### src/rtl/rs232_frame_link_if.sv
// -----------------------------------------------------------------------------
// rs232_frame_link_if
//   Bundles the byte-stream, reply and frame-report signals of the RS232 frame
//   link. The link block itself uses the slave view; whatever feeds it bytes,
//   acknowledges transmissions and consumes frame reports uses the master view.
//
//   RX_DATA     8            byte from UART receiver
//   RX_VALID    1            one-cycle strobe, RX_DATA valid
//   TX_DATA     8            reply byte (ACK/NAK) to UART transmitter
//   TX_TRG      1            one-cycle write trigger to UART transmitter
//   TX_DONE     1            one-cycle strobe, UART finished sending
//   FRAME_ADDR  8*ADDR_BYTES address of the last good frame
//   FRAME_DATA  8*DATA_BYTES data of the last good frame
//   FRAME_VALID 1            one-cycle pulse, good frame delivered
//   FRAME_ERR   1            one-cycle pulse, frame rejected
//   ERR_CODE    2            01 checksum, 10 timeout; held until next rejection
//   DROP_CNT    8            saturating count of bytes dropped while busy
//
//   ADDR_BYTES / DATA_BYTES must match the parameters of the link instance.
// -----------------------------------------------------------------------------
interface rs232_frame_link_if #(
   parameter int ADDR_BYTES = 1,
   parameter int DATA_BYTES = 1
);
   logic [7:0]              RX_DATA;
   logic                    RX_VALID;
   logic [7:0]              TX_DATA;
   logic                    TX_TRG;
   logic                    TX_DONE;
   logic [8*ADDR_BYTES-1:0] FRAME_ADDR;
   logic [8*DATA_BYTES-1:0] FRAME_DATA;
   logic                    FRAME_VALID;
   logic                    FRAME_ERR;
   logic [1:0]              ERR_CODE;
   logic [7:0]              DROP_CNT;

   // Host / UART side
   modport master (
      output RX_DATA, RX_VALID, TX_DONE,
      input  TX_DATA, TX_TRG, FRAME_ADDR, FRAME_DATA, FRAME_VALID, FRAME_ERR,
             ERR_CODE, DROP_CNT
   );

   // Frame link side
   modport slave (
      input  RX_DATA, RX_VALID, TX_DONE,
      output TX_DATA, TX_TRG, FRAME_ADDR, FRAME_DATA, FRAME_VALID, FRAME_ERR,
             ERR_CODE, DROP_CNT
   );
endinterface

### src/rtl/rs232_frame_link.sv
// -----------------------------------------------------------------------------
// rs232_frame_link
//   Parses the UART receive byte stream into frames of
//   [ADDR_BYTES address][DATA_BYTES data][optional XOR checksum], reports each
//   completed frame (good or rejected), then answers the host with an ACK or
//   NAK byte through the UART transmitter. An inter-byte timeout aborts stalled
//   frames; bytes arriving while a reply is in progress are dropped and counted.
//
//   CLK_50MHZ  in   main clock
//   RST        in   asynchronous reset, active-high
//   bus        rs232_frame_link_if.slave
//                   RX_DATA/RX_VALID in, TX_DATA/TX_TRG out, TX_DONE in,
//                   FRAME_ADDR/FRAME_DATA/FRAME_VALID/FRAME_ERR/ERR_CODE/DROP_CNT out
// -----------------------------------------------------------------------------
module rs232_frame_link #(
   parameter int         ADDR_BYTES   = 1,
   parameter int         DATA_BYTES   = 1,
   parameter bit         USE_CHECKSUM = 1'b1,
   parameter int         TIMEOUT_CYC  = 50000,
   parameter logic [7:0] ACK_BYTE     = 8'h06,
   parameter logic [7:0] NAK_BYTE     = 8'h15
) (
   input  logic              CLK_50MHZ,
   input  logic              RST,
   rs232_frame_link_if.slave bus
);

   localparam int AW        = 8 * ADDR_BYTES;
   localparam int DW        = 8 * DATA_BYTES;
   localparam int MAX_BYTES = (ADDR_BYTES > DATA_BYTES) ? ADDR_BYTES : DATA_BYTES;
   localparam int IDX_W     = $clog2(MAX_BYTES + 1);
   localparam int TMO_W     = $clog2(TIMEOUT_CYC + 1);

   localparam logic [IDX_W-1:0] ADDR_LAST = IDX_W'(ADDR_BYTES - 1);
   localparam logic [IDX_W-1:0] DATA_LAST = IDX_W'(DATA_BYTES - 1);
   localparam logic [TMO_W-1:0] TMO_LAST  = TMO_W'(TIMEOUT_CYC - 1);

   typedef enum logic [2:0] {
      IDLE,
      GET_ADDR,
      GET_DATA,
      GET_CSUM,
      REPORT,
      SEND,
      WAIT_TX
   } state_t;

   state_t           state_reg;
   logic [IDX_W-1:0] idx_reg;
   logic [TMO_W-1:0] tmo_reg;
   logic [7:0]       csum_reg;
   logic [AW-1:0]    addr_sh_reg;
   logic [DW-1:0]    data_sh_reg;
   logic             nak_reg;

   logic [AW-1:0]    frame_addr_reg;
   logic [DW-1:0]    frame_data_reg;
   logic             frame_valid_reg;
   logic             frame_err_reg;
   logic [1:0]       err_code_reg;
   logic [7:0]       tx_data_reg;
   logic             tx_trg_reg;
   logic [7:0]       drop_cnt_reg;

   logic [AW-1:0]    addr_shift_next;
   logic [DW-1:0]    data_shift_next;
   logic [7:0]       csum_next;
   logic             rx_drop;

   // Shadow registers shift left one byte per accepted byte; the newest byte
   // lands in the least significant lane so the first byte ends up as MSB.
   genvar gi;
   for (gi = 0; gi < ADDR_BYTES; gi++) begin : g_addr_lane
      if (gi == 0) begin : g_lsb
         assign addr_shift_next[7:0] = bus.RX_DATA;
      end else begin : g_upper
         assign addr_shift_next[8*gi +: 8] = addr_sh_reg[8*(gi-1) +: 8];
      end
   end

   for (gi = 0; gi < DATA_BYTES; gi++) begin : g_data_lane
      if (gi == 0) begin : g_lsb
         assign data_shift_next[7:0] = bus.RX_DATA;
      end else begin : g_upper
         assign data_shift_next[8*gi +: 8] = data_sh_reg[8*(gi-1) +: 8];
      end
   end

   assign csum_next = csum_reg ^ bus.RX_DATA;
   assign rx_drop   = bus.RX_VALID &&
                      (state_reg == REPORT || state_reg == SEND || state_reg == WAIT_TX);

   always_ff @(posedge CLK_50MHZ or posedge RST) begin
      if (RST) begin
         state_reg       <= IDLE;
         idx_reg         <= '0;
         tmo_reg         <= '0;
         csum_reg        <= '0;
         addr_sh_reg     <= '0;
         data_sh_reg     <= '0;
         nak_reg         <= 1'b0;
         frame_addr_reg  <= '0;
         frame_data_reg  <= '0;
         frame_valid_reg <= 1'b0;
         frame_err_reg   <= 1'b0;
         err_code_reg    <= 2'b00;
         tx_data_reg     <= 8'h00;
         tx_trg_reg      <= 1'b0;
      end else begin
         // Report and trigger outputs are single-cycle pulses.
         frame_valid_reg <= 1'b0;
         frame_err_reg   <= 1'b0;
         tx_trg_reg      <= 1'b0;

         case (state_reg)
            IDLE: begin
               idx_reg  <= '0;
               tmo_reg  <= '0;
               csum_reg <= '0;
               if (bus.RX_VALID) begin
                  addr_sh_reg <= addr_shift_next;
                  csum_reg    <= bus.RX_DATA;
                  if (ADDR_BYTES == 1) begin
                     state_reg <= GET_DATA;
                     idx_reg   <= '0;
                  end else begin
                     state_reg <= GET_ADDR;
                     idx_reg   <= IDX_W'(1);
                  end
               end
            end

            GET_ADDR, GET_DATA, GET_CSUM: begin
               if (bus.RX_VALID) begin
                  // A byte on the last timeout cycle still wins.
                  tmo_reg  <= '0;
                  csum_reg <= csum_next;
                  if (state_reg == GET_ADDR) begin
                     addr_sh_reg <= addr_shift_next;
                     if (idx_reg == ADDR_LAST) begin
                        state_reg <= GET_DATA;
                        idx_reg   <= '0;
                     end else begin
                        idx_reg <= idx_reg + IDX_W'(1);
                     end
                  end else if (state_reg == GET_DATA) begin
                     data_sh_reg <= data_shift_next;
                     if (idx_reg == DATA_LAST) begin
                        idx_reg <= '0;
                        if (USE_CHECKSUM) begin
                           state_reg <= GET_CSUM;
                        end else begin
                           state_reg       <= REPORT;
                           frame_valid_reg <= 1'b1;
                           frame_addr_reg  <= addr_sh_reg;
                           frame_data_reg  <= data_shift_next;
                           nak_reg         <= 1'b0;
                        end
                     end else begin
                        idx_reg <= idx_reg + IDX_W'(1);
                     end
                  end else begin
                     // Checksum byte: compared against XOR of address and data only.
                     state_reg <= REPORT;
                     if (bus.RX_DATA == csum_reg) begin
                        frame_valid_reg <= 1'b1;
                        frame_addr_reg  <= addr_sh_reg;
                        frame_data_reg  <= data_sh_reg;
                        nak_reg         <= 1'b0;
                     end else begin
                        frame_err_reg <= 1'b1;
                        err_code_reg  <= 2'b01;
                        nak_reg       <= 1'b1;
                     end
                  end
               end else if (tmo_reg == TMO_LAST) begin
                  state_reg     <= REPORT;
                  frame_err_reg <= 1'b1;
                  err_code_reg  <= 2'b10;
                  nak_reg       <= 1'b1;
                  tmo_reg       <= '0;
               end else begin
                  tmo_reg <= tmo_reg + TMO_W'(1);
               end
            end

            REPORT: begin
               state_reg   <= SEND;
               tx_trg_reg  <= 1'b1;
               tx_data_reg <= nak_reg ? NAK_BYTE : ACK_BYTE;
            end

            SEND: begin
               state_reg <= WAIT_TX;
            end

            WAIT_TX: begin
               if (bus.TX_DONE) begin
                  state_reg <= IDLE;
               end
            end

            default: begin
               state_reg <= IDLE;
            end
         endcase
      end
   end

   // Dropped-byte accounting survives frames; only reset clears it.
   always_ff @(posedge CLK_50MHZ or posedge RST) begin
      if (RST) begin
         drop_cnt_reg <= 8'h00;
      end else if (rx_drop && (drop_cnt_reg != 8'hFF)) begin
         drop_cnt_reg <= drop_cnt_reg + 8'd1;
      end
   end

   assign bus.TX_DATA     = tx_data_reg;
   assign bus.TX_TRG      = tx_trg_reg;
   assign bus.FRAME_ADDR  = frame_addr_reg;
   assign bus.FRAME_DATA  = frame_data_reg;
   assign bus.FRAME_VALID = frame_valid_reg;
   assign bus.FRAME_ERR   = frame_err_reg;
   assign bus.ERR_CODE    = err_code_reg;
   assign bus.DROP_CNT    = drop_cnt_reg;

endmodule

### src/flat_wrapper.sv
// flat-port wrapper written by rule: the top's interface ports become plain ports
module rs232_frame_link_flat 
#(
   parameter int         ADDR_BYTES   = 1,
   parameter int         DATA_BYTES   = 1,
   parameter bit         USE_CHECKSUM = 1'b1,
   parameter int         TIMEOUT_CYC  = 50000,
   parameter logic [7:0] ACK_BYTE     = 8'h06,
   parameter logic [7:0] NAK_BYTE     = 8'h15
)
  (CLK_50MHZ, RST, bus_RX_DATA, bus_RX_VALID, bus_TX_DONE, bus_TX_DATA, bus_TX_TRG, bus_FRAME_ADDR, bus_FRAME_DATA, bus_FRAME_VALID, bus_FRAME_ERR, bus_ERR_CODE, bus_DROP_CNT);
  rs232_frame_link_if #(.ADDR_BYTES(ADDR_BYTES), .DATA_BYTES(DATA_BYTES)) bus_i ();
  input  logic CLK_50MHZ;
  input  logic RST;
  input wire logic [$bits(bus_i.RX_DATA)-1:0] bus_RX_DATA;
  input wire logic [$bits(bus_i.RX_VALID)-1:0] bus_RX_VALID;
  input wire logic [$bits(bus_i.TX_DONE)-1:0] bus_TX_DONE;
  output wire logic [$bits(bus_i.TX_DATA)-1:0] bus_TX_DATA;
  output wire logic [$bits(bus_i.TX_TRG)-1:0] bus_TX_TRG;
  output wire logic [$bits(bus_i.FRAME_ADDR)-1:0] bus_FRAME_ADDR;
  output wire logic [$bits(bus_i.FRAME_DATA)-1:0] bus_FRAME_DATA;
  output wire logic [$bits(bus_i.FRAME_VALID)-1:0] bus_FRAME_VALID;
  output wire logic [$bits(bus_i.FRAME_ERR)-1:0] bus_FRAME_ERR;
  output wire logic [$bits(bus_i.ERR_CODE)-1:0] bus_ERR_CODE;
  output wire logic [$bits(bus_i.DROP_CNT)-1:0] bus_DROP_CNT;
  assign bus_i.RX_DATA = bus_RX_DATA;
  assign bus_i.RX_VALID = bus_RX_VALID;
  assign bus_i.TX_DONE = bus_TX_DONE;
  assign bus_TX_DATA = bus_i.TX_DATA;
  assign bus_TX_TRG = bus_i.TX_TRG;
  assign bus_FRAME_ADDR = bus_i.FRAME_ADDR;
  assign bus_FRAME_DATA = bus_i.FRAME_DATA;
  assign bus_FRAME_VALID = bus_i.FRAME_VALID;
  assign bus_FRAME_ERR = bus_i.FRAME_ERR;
  assign bus_ERR_CODE = bus_i.ERR_CODE;
  assign bus_DROP_CNT = bus_i.DROP_CNT;
  rs232_frame_link #(.ADDR_BYTES(ADDR_BYTES), .DATA_BYTES(DATA_BYTES), .USE_CHECKSUM(USE_CHECKSUM), .TIMEOUT_CYC(TIMEOUT_CYC), .ACK_BYTE(ACK_BYTE), .NAK_BYTE(NAK_BYTE)) u_core (.CLK_50MHZ(CLK_50MHZ), .RST(RST), .bus(bus_i));
endmodule
### config.mk
export PLATFORM = sky130hd
export DESIGN_NAME = rs232_frame_link_flat
export DESIGN_NICKNAME = d
export VERILOG_FILES = /design/src/rtl/rs232_frame_link_if.sv /design/src/rtl/rs232_frame_link.sv /design/src/flat_wrapper.sv
export SDC_FILE = /design/constraint.sdc
export NUM_CORES = 1
export LEC_CHECK = 0
export CORE_MARGIN = 1
export CORE_UTILIZATION = 57
export DETAILED_ROUTE_END_ITERATION = 12
export DONT_BUFFER_PORTS = 1
export PLACE_DENSITY = 0.75
export SKIP_CTS_REPAIR_TIMING = 1
export SLEW_MARGIN = 20
export SYNTH_ARGS = -nofsm -noshare
export SYNTH_HDL_FRONTEND = slang
export SYNTH_SLANG_ARGS = --single-unit
### constraint.sdc
create_clock -name CLK_50MHZ -period 2.2 [get_ports CLK_50MHZ]
set_input_delay 0.33 -clock CLK_50MHZ [delete_from_list [all_inputs] [get_ports CLK_50MHZ]]
set_output_delay 0.33 -clock CLK_50MHZ [all_outputs]
set_load 0.005 [all_outputs]
[After elaboration in Yosys (flattened, before gate mapping)]
Cells that the tools add are included.
Cells by class
  multiplexer cells: 46
  add/sub/neg operators: 3
  bitwise operators: 3
  equality and inequality tests: 20
  reduce and logical (&&, ||, !) cells: 16
Operator list (number)
  $mux W8: 5
  $mux W16: 2
  $pmux W16 S2: 1
  $pmux W8 S2: 2
  $mux W3: 8
  $mux W1: 20
  $add A16 B1 Y16 const B: 1
  $eq A16 B16 Y1 const B: 1
  $pmux W3 S5: 1
  $reduce_and A5 Y1: 3
  $ne A2 B2 Y1 const B: 6
  $reduce_and A4 Y1: 3
  $mux W2: 5
  $eq A3 B3 Y1 const B: 3
  $add A8 B1 Y8 const B: 1
  $eq A8 B8 Y1: 1
  $ne A4 B4 Y1 const B: 2
  $ne A8 B8 Y1 const B: 1
  $xor A8 B8 Y8: 1
  $eq A3 B2 Y1 const B: 2
  $mux W5: 1
  $reduce_bool A2 Y1: 2
  $eq A3 B1 Y1 const B: 1
  $logic_not A3 Y1: 1
  other kinds (11): 14
Storage, ports and cells
  word-level logic and storage cells: 103
  register bits after elaboration: 82
  input bits: 12
  output and inout port bits: 37

[Longest topological paths before layout]
  depth after elaboration: 6
  mapped depth: 6
  gate-level depth less buffers: 5

[Worst setup path after synthesis]
Ideal clock, no wire load.
  path kind: input port to flip-flop
  from: input port bus_RX_VALID
  to: register u_core.frame_addr_reg[0], in the netlist u_core.bus.FRAME_ADDR[0]
  path buffers: 2
  library setup time: 125 ps
  path slack: 222 ps
  arrival: 1853 ps
  stages: 6
  cell sequence: buf_4 o21bai_4 a21o_1 nor4_4 buf_6 mux2_4
On the way
  longest elaborated chain between the ends: 1
RTL lines
  start, declared: RTL line flat_wrapper.sv:16  | input wire logic [$bits(bus_i.RX_VALID)-1:0] bus_RX_VALID;
  $reduce_and A5 Y1 (no line)
  end signal, assigned: RTL line rs232_frame_link.sv:155  | frame_addr_reg <= addr_sh_reg;
  end signal, assigned: RTL line rs232_frame_link.sv:167  | frame_addr_reg <= addr_sh_reg;
  end, declared: RTL line rs232_frame_link.sv:56  | logic [AW-1:0] frame_addr_reg;
No other way between the ends.
A chain may end at the register's enable or synchronous reset.

[Final worst setup path]
  from: register u_core.state_reg[1]
  to: register u_core.frame_addr_reg[1], in the netlist u_core.bus.FRAME_ADDR[1]
On the way
  longest elaborated chain between the ends: 3
  elaborated cells between the ends (all ways): 7
RTL lines
  start, declared: RTL line rs232_frame_link.sv:48  | state_t state_reg;
  start signal, assigned: RTL line rs232_frame_link.sv:95  | state_reg <= IDLE;
  start signal, assigned: RTL line rs232_frame_link.sv:124  | state_reg <= GET_DATA;
  start signal, assigned: RTL line rs232_frame_link.sv:127  | state_reg <= GET_ADDR;
  $eq A3 B2 Y1, or another cell as far along: RTL line rs232_frame_link.sv:115  | case (state_reg)
  $reduce_or A3 Y1 or $not A1 Y1 (tied branches)
  $reduce_and A5 Y1 (no line) (*)
Every way passes the cells marked *; elsewhere a longest branch is shown, timed or not.

==> flow_summary.toml <==
[status]
outcome = "complete, no violations"

[cells_and_area]
fin_nets = 345
stdcell_area_mm2 = 0.00398
drive_gt1_frac = 0.205
diodes = 0
largest_reg_flops = 16
syn_to_final_growth_pct = 9.51

[logic_synthesis]
synth_area_mm2 = 0.00363
synth_edf_count = 0
synth_top_area_frac = 0.524
syn_area_per_cell_um2 = 11.4
synthDistinctLibCells = 53
synth_warnings = 0
synthTopCellsByArea = "dfrtp_1, mux2_2, mux2_4"
yosysTopAreaCell = "dfrtp_1"
synth-main-ff-cell = "dfrtp_1"
syn_inst = 320
ys_ff_latch = 76
netlist_top_cells_count = "dfrtp_1, nand2_1, mux2_2"
ys_seq_area_frac = 0.524
yosys.cell_count.top_type = "dfrtp_1"
synthArstFlopShare = 1.00

[grt]
grt_usage = 0.242
grt.met1_usage = 0.342
grt.busiest_layer = "met2"
grt.overflow.total = 0
met2_usage = 0.345
grt_pass1_vias = 2463
antenna_found_initial = 0
grt_max_degree = 77
grt_use_met3 = 0.0744
grt_first_pass_wirelength_um = 11900

[timing]
maxSlewHeadroom = 0.546
fin_setup_tns_ns = 0
slew_viol_final = 0
hold_violations = 0
tightest_slew_ns = 0.679
fin_crit_sh = 0.894
holdWs_ns = 0.0549
rsz0062_at_grt = "false"
fmax_ghz = 0.508
post-route-min-period_ns = 1.97
finalSetupViolations = 0
fin_skew_ns = 0.00497

[clock_network]
cts_tree = "yes"
htree_num_levels = 3
clockRootBuffer = "clkbuf_8"
clk_path_buf_depth = 2
clkSlewWorstSetupHoldPaths_ns = 0.07
cts_buffers = 9
cts.sink_count = 76
insertion_delay_ns = 0.35

[power]
p_total_mw = 4.60
seqPwrFrac = 0.467
p_sw_mw = 1.55
p_int_mw = 3.05
comb_power_share = 0.280
swShare = 0.336
pwr-share-clk = 0.252
irDropWorstVdd_mv = 0.684
p_per_area_mw_per_mm2 = 1160
p_leak_nw = 1.69

[routing]
wl_um = 7150
drt_iter0_drc = 131
routedWlPerCell_um = 17.4
drc = 0
final_antenna_net_count = 0
drt_pass1_iterations = 4
viasPerCell = 6.16
route.vias.total = 2532

[floorplanning]
die_x_um = 81.8
die_h_um = 81.8
dieArea_mm2 = 0.00670
io_pins = 49
core_mm2 = 0.00603
rows = 28
initial_utilization = 0.603

[worst_hold_path]
hold_path_class = "primary input to register"

[critical_path]
critPathArrivalTime_ns = 2.20
r2r-start = "u_core.state_reg[1]"
r2r_end = "u_core.bus.FRAME_ADDR[1]"
worstSetupPathType = "register to register"
critPathCapture = "u_core.bus.FRAME_ADDR[1]"
start_kind = "register"
r2r_slack_ns = 0.23
crit_fanout = 11
endpoint_kind = "register"
critPathMaxStageDelay_ns = 0.60
critPathLaunch = "u_core.state_reg[1]"
reg2regPathDepth = 5
critPathSlowestCell = "dfrtp_1"
required_ns = 2.44
crit_path_cell_trace = "o21bai_4 > a21o_1 > nor4_4 > buf_4 > mux2_4"

[placement]
gp_congestion = 0.923
io_buffer_count = 0
place_area_mm2 = 0.00375
hpwl_um = 4900

[run]
drv_cap = 0
[layer usage]
metal	wire length [µm]	up-vias	part of all wire
met5	0	-	0
met2	3190	79	0.45
met1	3360	1246	0.47
met3	483	10	0.068
met4	114	0	0.016
li1	-	1197	-
[power by group through the flow]
stage / clock [mW] / sequential (mW) / combinational, mW
after detailed placement: 0 / 2.17 / 1.28
after global placement: 0 / 2.15 / 1.24
after global routing: 1.23 / 2.22 / 1.45
after floorplan: 0 / 2.05 / 1.07
final: 1.16 / 2.15 / 1.29
after CTS: 1.18 / 2.15 / 1.29
[layout make-up]
class | instances | area [µm²]
clock buffer | 12 | 145
inverter | 12 | 48.8
tap | 75 | 93.8
timing repair buffer | 14 | 120
fill | 474 | 2050
multi-input combinational | 218 | 1600
clock inverter | 4 | 72.6
sequential | 76 | 1900
[worst min path at each step]
stage	from	endpoint	slack, ns	cells after the start
2_1_floorplan	u_core.nak_reg	u_core.bus.TX_DATA[1]	0.44	1
5_1_grt	bus_RX_VALID	u_core.bus.ERR_CODE[1]	0.04	1
3_5_place_dp	RST	u_core.bus.DROP_CNT[7]	0.35	2
3_3_place_gp	RST	u_core.bus.DROP_CNT[0]	0.34	2
4_1_cts	RST	u_core.bus.DROP_CNT[7]	-0.03	2
6_report	bus_RX_VALID	u_core.bus.ERR_CODE[1]	0.05	1
[metrics by stage]
stage | setup WS, ns | util | instances
detailed placement | 0.239 | 0.622 | 394
global placement | 0.280 | 0.622 | 394
finish | 0.233 | 0.660 | 411
global route | 0.0644 | 0.660 | 411
CTS | 0.227 | 0.658 | 410
floorplan | 0.222 | - | 323
[kinds of logic after synthesis]
group                    count (synthesis)  share of synthesized area
XOR/XNOR                                16                     0.0386
other                                    1                    0.00103
AO/OA/AOI/OAI                           64                      0.125
buffers and inverters                   29                     0.0403
AND/OR/NAND/NOR                         98                      0.150
adder cells (fa/ha/maj)                  2                    0.00689
flip-flops                              76                      0.524
multiplexers                            34                      0.114
[critical path: cells and delay by family (launching register included)]
| family | cells | cell delay [ns] |
|---|---|---|
| muxes | 1 | 0.31 |
| AOI/OAI and AO/OA | 2 | 0.39 |
| and+or+nand+nor | 1 | 0.27 |
| buffers and inverters | 1 | 0.27 |
| DFF | 1 | 0.60 |
[placed cells by master (no fill, tap or decap), types with 8 or more instances in the layout]
master	count
a31oi_1	12
dfrtp_1	76
nand3_1	10
inv_1	9
nor2_1	14
clkbuf_8	10
nand2_1	26
buf_4	12
mux2_2	24
nand4_1	10
o21ai_0	11
xnor2_1	12
nor3_1	8
mux2_4	9
Power figures use the tool's default switching activity.
